<file path="config.mk">
export PLATFORM = sky130hd
export DESIGN_NAME = uart_cmd_decoder_flat
export DESIGN_NICKNAME = d
export VERILOG_FILES = /design/src/rtl/uart_cmd_if.sv /design/src/rtl/uart_cmd_decoder.sv /design/src/flat_wrapper.sv
export SDC_FILE = /design/constraint.sdc
export NUM_CORES = 1
export LEC_CHECK = 0
export ABC_CLOCK_PERIOD_IN_PS = 3750
export BUFFER_PORTS_ARGS = -buffer_cell sky130_fd_sc_hd__buf_4
export CORE_MARGIN = 2
export CORE_UTILIZATION = 30
export CTS_BUF_LIST = sky130_fd_sc_hd__clkbuf_16
export DETAILED_ROUTE_END_ITERATION = 7
export PLACE_DENSITY = 0.46
export SYNTH_ARGS = -nofsm -noshare
export SYNTH_HDL_FRONTEND = slang
export SYNTH_SLANG_ARGS = --single-unit
</file>
<file path="constraint.sdc">
create_clock -name clk -period 3.75 [get_ports clk]
set_clock_uncertainty 0.05 [all_clocks]
set_input_delay 0.375 -clock clk [delete_from_list [all_inputs] [get_ports clk]]
set_output_delay 0.375 -clock clk [all_outputs]
set_load 0.02 [all_outputs]
</file>
<file path="src/rtl/uart_cmd_if.sv">
// Byte handshake between uart_rx/uart_tx and the command decoder.
// The master modport is the UART side; the decoder takes the slave modport.
interface uart_cmd_if;
    logic       rx_done;
    logic [7:0] data_received;
    logic       parity_error;
    logic       tx_busy;
    logic       start_tx;
    logic [7:0] data_to_tx;

    modport master (
        output rx_done,
        output data_received,
        output parity_error,
        output tx_busy,
        input  start_tx,
        input  data_to_tx
    );

    modport slave (
        input  rx_done,
        input  data_received,
        input  parity_error,
        input  tx_busy,
        output start_tx,
        output data_to_tx
    );
endinterface

</file>
<file path="src/rtl/uart_cmd_decoder.sv">
// Decodes on/off/toggle bytes from uart_rx into out_enable, echoes each
// accepted byte through uart_tx, and forces the output off on link silence.
module uart_cmd_decoder #(
    parameter logic [7:0] CMD_ON       = 8'hEE,
    parameter logic [7:0] CMD_OFF      = 8'h55,
    parameter logic [7:0] CMD_TOGGLE   = 8'hC3,
    parameter logic [7:0] ERR_REPLY    = 8'hFF,
    parameter int         WDOG_CYCLES  = 96000000,
    parameter int         ECHO_TIMEOUT = 16
) (
    input  logic       clk,
    input  logic       reset,
    uart_cmd_if.slave  bus,
    output logic       out_enable,
    output logic       cmd_error,
    output logic       wdog_expired,
    output logic [7:0] err_count
);

    localparam int WW = $clog2(WDOG_CYCLES + 1);
    localparam int TW = $clog2(ECHO_TIMEOUT + 1);
    localparam logic [WW-1:0] WDOG_MAX = WW'(WDOG_CYCLES - 1);
    localparam logic [TW-1:0] TMO_MAX  = TW'(ECHO_TIMEOUT - 1);

    typedef enum logic [1:0] {
        IDLE = 2'd0,
        REQ  = 2'd1,
        BUSY = 2'd2
    } state_t;

    state_t        state, state_n;
    logic          rx_done_q;
    logic          start_q, start_n;
    logic [7:0]    data_q, data_n;
    logic [TW-1:0] tcnt, tcnt_n;
    logic [WW-1:0] wcnt, wcnt_n;
    logic          oe_n, wexp_n, cerr_n;
    logic [7:0]    err_n;

    logic       accept, valid, reject, drop, tmo;
    logic       is_on, is_off, is_tog;
    logic [7:0] echo_byte;
    logic [1:0] err_inc;
    logic [9:0] err_sum;

    assign bus.start_tx   = start_q;
    assign bus.data_to_tx = data_q;

    always_ff @(posedge clk or posedge reset) begin
        if (reset) begin
            state        <= IDLE;
            rx_done_q    <= 1'b0;
            start_q      <= 1'b0;
            data_q       <= 8'h00;
            tcnt         <= '0;
            wcnt         <= '0;
            out_enable   <= 1'b0;
            cmd_error    <= 1'b0;
            wdog_expired <= 1'b0;
            err_count    <= 8'h00;
        end else begin
            state        <= state_n;
            rx_done_q    <= bus.rx_done;
            start_q      <= start_n;
            data_q       <= data_n;
            tcnt         <= tcnt_n;
            wcnt         <= wcnt_n;
            out_enable   <= oe_n;
            cmd_error    <= cerr_n;
            wdog_expired <= wexp_n;
            err_count    <= err_n;
        end
    end

    always_comb begin
        accept    = bus.rx_done & ~rx_done_q;
        is_on     = (bus.data_received == CMD_ON);
        is_off    = (bus.data_received == CMD_OFF);
        is_tog    = (bus.data_received == CMD_TOGGLE);
        valid     = accept & ~bus.parity_error & (is_on | is_off | is_tog);
        reject    = accept & ~valid;
        echo_byte = valid ? bus.data_received : ERR_REPLY;

        state_n = state;
        start_n = start_q;
        data_n  = data_q;
        tcnt_n  = tcnt;
        drop    = 1'b0;
        tmo     = 1'b0;
        cerr_n  = reject;
        oe_n    = out_enable;
        wexp_n  = wdog_expired;
        wcnt_n  = (wcnt == WDOG_MAX) ? wcnt : wcnt + 1'b1;

        if ((wcnt == WDOG_MAX) && out_enable) begin
            oe_n   = 1'b0;
            wexp_n = 1'b1;
        end

        // A valid command overrides a coincident watchdog expiry
        if (valid) begin
            wcnt_n = '0;
            wexp_n = 1'b0;
            unique case (1'b1)
                is_on:   oe_n = 1'b1;
                is_off:  oe_n = 1'b0;
                is_tog:  oe_n = ~out_enable;
            endcase
        end

        unique case (state)
            IDLE: begin
                if (accept) begin
                    data_n  = echo_byte;
                    start_n = 1'b1;
                    tcnt_n  = '0;
                    state_n = REQ;
                end
            end
            REQ: begin
                drop = accept;
                if (bus.tx_busy) begin
                    start_n = 1'b0;
                    state_n = BUSY;
                end else if (tcnt == TMO_MAX) begin
                    start_n = 1'b0;
                    tmo     = 1'b1;
                    state_n = IDLE;
                end else begin
                    tcnt_n = tcnt + 1'b1;
                end
            end
            BUSY: begin
                drop = accept;
                if (!bus.tx_busy) state_n = IDLE;
            end
            default: begin
                start_n = 1'b0;
                state_n = IDLE;
            end
        endcase

        err_inc = {1'b0, reject} + {1'b0, drop} + {1'b0, tmo};
        err_sum = {2'b00, err_count} + {8'h00, err_inc};
        err_n   = (err_sum > 10'd255) ? 8'hFF : err_sum[7:0];
    end

endmodule

</file>
<file path="src/flat_wrapper.sv">
// flat-port wrapper written by rule: the top's interface ports become plain ports
module uart_cmd_decoder_flat 
#(
    parameter logic [7:0] CMD_ON       = 8'hEE,
    parameter logic [7:0] CMD_OFF      = 8'h55,
    parameter logic [7:0] CMD_TOGGLE   = 8'hC3,
    parameter logic [7:0] ERR_REPLY    = 8'hFF,
    parameter int         WDOG_CYCLES  = 96000000,
    parameter int         ECHO_TIMEOUT = 16
)
  (clk, reset, out_enable, cmd_error, wdog_expired, err_count, bus_rx_done, bus_data_received, bus_parity_error, bus_tx_busy, bus_start_tx, bus_data_to_tx);
  uart_cmd_if bus_i ();
  input  logic clk;
  input  logic reset;
  output logic out_enable;
  output logic cmd_error;
  output logic wdog_expired;
  output logic [7:0] err_count;
  input wire logic [$bits(bus_i.rx_done)-1:0] bus_rx_done;
  input wire logic [$bits(bus_i.data_received)-1:0] bus_data_received;
  input wire logic [$bits(bus_i.parity_error)-1:0] bus_parity_error;
  input wire logic [$bits(bus_i.tx_busy)-1:0] bus_tx_busy;
  output wire logic [$bits(bus_i.start_tx)-1:0] bus_start_tx;
  output wire logic [$bits(bus_i.data_to_tx)-1:0] bus_data_to_tx;
  assign bus_i.rx_done = bus_rx_done;
  assign bus_i.data_received = bus_data_received;
  assign bus_i.parity_error = bus_parity_error;
  assign bus_i.tx_busy = bus_tx_busy;
  assign bus_start_tx = bus_i.start_tx;
  assign bus_data_to_tx = bus_i.data_to_tx;
  uart_cmd_decoder #(.CMD_ON(CMD_ON), .CMD_OFF(CMD_OFF), .CMD_TOGGLE(CMD_TOGGLE), .ERR_REPLY(ERR_REPLY), .WDOG_CYCLES(WDOG_CYCLES), .ECHO_TIMEOUT(ECHO_TIMEOUT)) u_core (.clk(clk), .reset(reset), .bus(bus_i), .out_enable(out_enable), .cmd_error(cmd_error), .wdog_expired(wdog_expired), .err_count(err_count));
endmodule
</file>
==> impl_results.md <==
* Input/output buffers at 32
* Full die area at 11,430 um^2
* H-tree Lvls at 2
* Post-CTS Setup Repair Bufs at 0
* Final setup viols at 0
* Syn nets at 349
* Ys async rst share at 100.0%
* CP endpoint kind: flip-flop
* Routed vias at 2,535
* Hold buffers post-CTS at 0
* Seq cells post-synth at 55
* Clock-pin slew on the worst setup and hold paths at 0.07 ns
* Tmin final at 2.928 ns
* Initial Util at 30.78%
* WP data arrival at 3.11 ns
* Hold Crit Class: input port to flip-flop
* Synth Flop Type: dfrtp_1
* Crit path required time at 3.93 ns
* Clock group share of total power at 26.2%
* Yosys warnings at 0
* Combinational fraction of design power at 30.6%
* Yosys cell types at 57
* Kind of critical path: flip-flop to flip-flop
* Final Max Tran Viols at 0
* TritonRoute pass-1 iters at 4
* Clock Sinks at 55
* Post-route ant nets at 0
* FF+latch area at 1376 um^2
* GR Util All Layers at 13.53%
* Avg Cell Area, Syn at 9.749 um^2
* First-pass GRT wire length at 12,320 um
* # DRC at 0
* # fillers at 1,046
* Rows at 37
* Initial antenna violation count at 0
* Max-cap violations at 0
* Seq/Total Area, Yosys at 43.31%
* Reg power frac at 43.2%
* Layout cells sized above 1 at 18.64%
* Startpoint Class: flip-flop
* Synthesized cell area at 3178 um^2
* CP max FO at 6
* Least-Margin Pin Slew at 0.9845 ns
* Final WS setup at 0.8223 ns
* Status: completed
* RSZ-0062 raised after global routing: no
* DR vias/cell at 5.173
* Die Ht at 106.9 um
* Tcrit/Tclk final at 78.07%
* FF-to-FF setup slack at 0.82 ns
* DPL Wire Length at 5193 um
* Max Freq at 341.6 MHz
* Multi-input gate area at 1662 um^2
* Post-DR wirelength/cell at 14.87 um
* Clock root cell: clkbuf_16
* Max transition margin at 34.30%
* Core Box Area at 10,320 um^2
* Net switching power figure at 709.1 uW
* Synth Instances at 326
* CTS Buffer Depth at 2
* Int Pwr at 1.312 mW
* Clk Latency, worst-skew pair at 0.29 ns
* Post-synth EDFFs at 0
* TritonCTS clock tree: yes
* Pre-CTS setup slack at 0.8110 ns
* Design area at 3665 um^2
* Fin Setup TNS at 0 ns
* Maximum vdd drop at 375.0 uV
* Die span in x at 106.9 um
* LEAKAGE at 1.480 nW
* N_diodes at 0
* I/O Pins at 33
* DR iter-0 viols at 142
* Final Hold Viols at 0
* Global route overflow at 0
* Synth-to-layout area growth at 15.31%
* Largest net degree at the start of global routing at 44
* Power density over cell area at 551.4 nW/um^2
* Post-CTS sizing at 0
* Placed Area at 3501 um^2
* Sw Ratio at 35.09%
* CTS Buf Count at 5
* Nets at 376
* DRT Wirelength at 7286 um
* Vias in the first global route at 2,462
* GP Congestion at 0.7496
## registers in the layout, summed over array words and instances, names as in the netlist
register	count
u_core.err_count	8
u_core.state	2
u_core.wcnt	27
u_core.wdog_expired	1
u_core.rx_done_q	1
u_core.out_enable	1
u_core.bus.start_tx	1
u_core.cmd_error	1
u_core.bus.data_to_tx	8
u_core.tcnt	5
## kinds of logic after synthesis
family / after synthesis / share of synthesized area, %
DFF: 55 / 43.31
muxes: 10 / 3.307
buffers and inverters: 24 / 4.645
and+or+nand+nor: 154 / 29.37
AOI/OAI and AO/OA: 65 / 12.76
xor gates and xnor gates: 8 / 2.204
adders and majority gates: 10 / 4.410
## per-stage QoR
stage | utilization, % | hold WS, ns | power [mW] | instances
after CTS | 35.50 | 0.1495 | 2.046 | 490
after floorplan | - | 0.3564 | 1.305 | 326
final | 35.50 | 0.1585 | 2.021 | 490
after detailed placement | 33.91 | 0.4084 | 1.507 | 482
after global placement | 33.91 | 0.4080 | 1.497 | 482
after global routing | 35.50 | 0.1559 | 2.164 | 490
## final timing paths
| kind | from | to | cells past startpoint |
|---|---|---|---|
| max in group asynchronous | reset | u_core.wcnt[19] | 3 |
| min in group asynchronous | reset | u_core.cmd_error | 2 |
| min | bus_rx_done | u_core.rx_done_q | 1 |
| min reg2reg | u_core.bus.data_to_tx[6] | u_core.bus.data_to_tx[6] | 1 |
| max reg2reg | u_core.tcnt[0] | u_core.err_count[0] | 12 |
| max | u_core.tcnt[0] | u_core.err_count[0] | 12 |
## Yosys cell counts, drive strengths merged, types with 5 or more instances
cell    instances  area (um^2)
buf             9        81.32
and3            7        48.80
o21ai          10        50.05
nand4          11        75.07
ha              8        100.1
nand2          29        116.4
mux2i           6        60.06
nor2           27        101.4
a21oi          28        143.9
a211oi          5        42.54
nand3b          7        52.55
dfrtp          55         1376
inv            10        37.54
nor4            5        61.31
clkbuf          5        28.77
o31ai           9        67.56
nand3          22        115.1
or4             9        75.07
## layout make-up
class | count | area share, %
repair buffers | 34 | 6.965
well taps | 136 | 4.643
multi-input cells | 247 | 45.34
clock inverters | 3 | 1.058
clock buffers | 5 | 3.414
inverters | 10 | 1.024
flip-flops and latches | 55 | 37.56
## layer usage
layer / vias to the layer above / GRT usage, % / part of all wire, %
met4: 0 / 3.896 / 1.0
met5: - / 0 / 0
met3: 5 / 2.675 / 3.6
met1: 1241 / 18.21 / 50
li1: 1249 / - / -
met2: 40 / 22.11 / 45
## power by group through the flow
stage	Clock [mW]	Sequential (mW)	Combinational [mW]
floorplan	0	0.909	0.396
global placement	0	0.878	0.619
detailed placement	0	0.882	0.626
CTS	0.548	0.872	0.626
global route	0.571	0.898	0.694
finish	0.529	0.873	0.618
## placed cells by master, fill, tap and decap left out, types with 3 or more instances in the layout
master | Yosys | layout
mux2_2 | 4 | 4
or3_1 | 4 | 4
nor2_1 | 27 | 27
a21oi_1 | 27 | 27
or4_1 | 7 | 7
mux2i_1 | 6 | 6
dfrtp_1 | 55 | 55
xor2_1 | 4 | 4
a31oi_1 | 3 | 3
xnor2_1 | 4 | 4
nor3_1 | 4 | 4
nand2b_1 | 4 | 4
nand2_1 | 28 | 28
o21ai_0 | 10 | 10
nand3b_1 | 7 | 7
and2_1 | 3 | 3
ha_1 | 8 | 8
nand4_1 | 10 | 10
and4_1 | 3 | 3
nor4_1 | 3 | 3
a21o_1 | 3 | 3
nand3_1 | 21 | 21
a211oi_1 | 4 | 4
inv_1 | 10 | 9
nor2b_1 | 4 | 4
and3_1 | 3 | 3
clkbuf_16 | 0 | 5
o31ai_1 | 9 | 9
buf_4 | 2 | 34
and3_2 | 4 | 4
## worst max-delay path: stages (launching register included)
cell and delay [ns]:
dfrtp_1 0.40, ha_1 0.23, and3_1 0.19, ha_1 0.19
nand3b_1 0.12, fa_1 0.43, inv_1 0.07, ha_1 0.15
inv_1 0.06, fa_1 0.46, nor2_1 0.18, nand3_1 0.22
nand2b_1 0.13
Note: power is estimated with default switching activity, not from simulation.
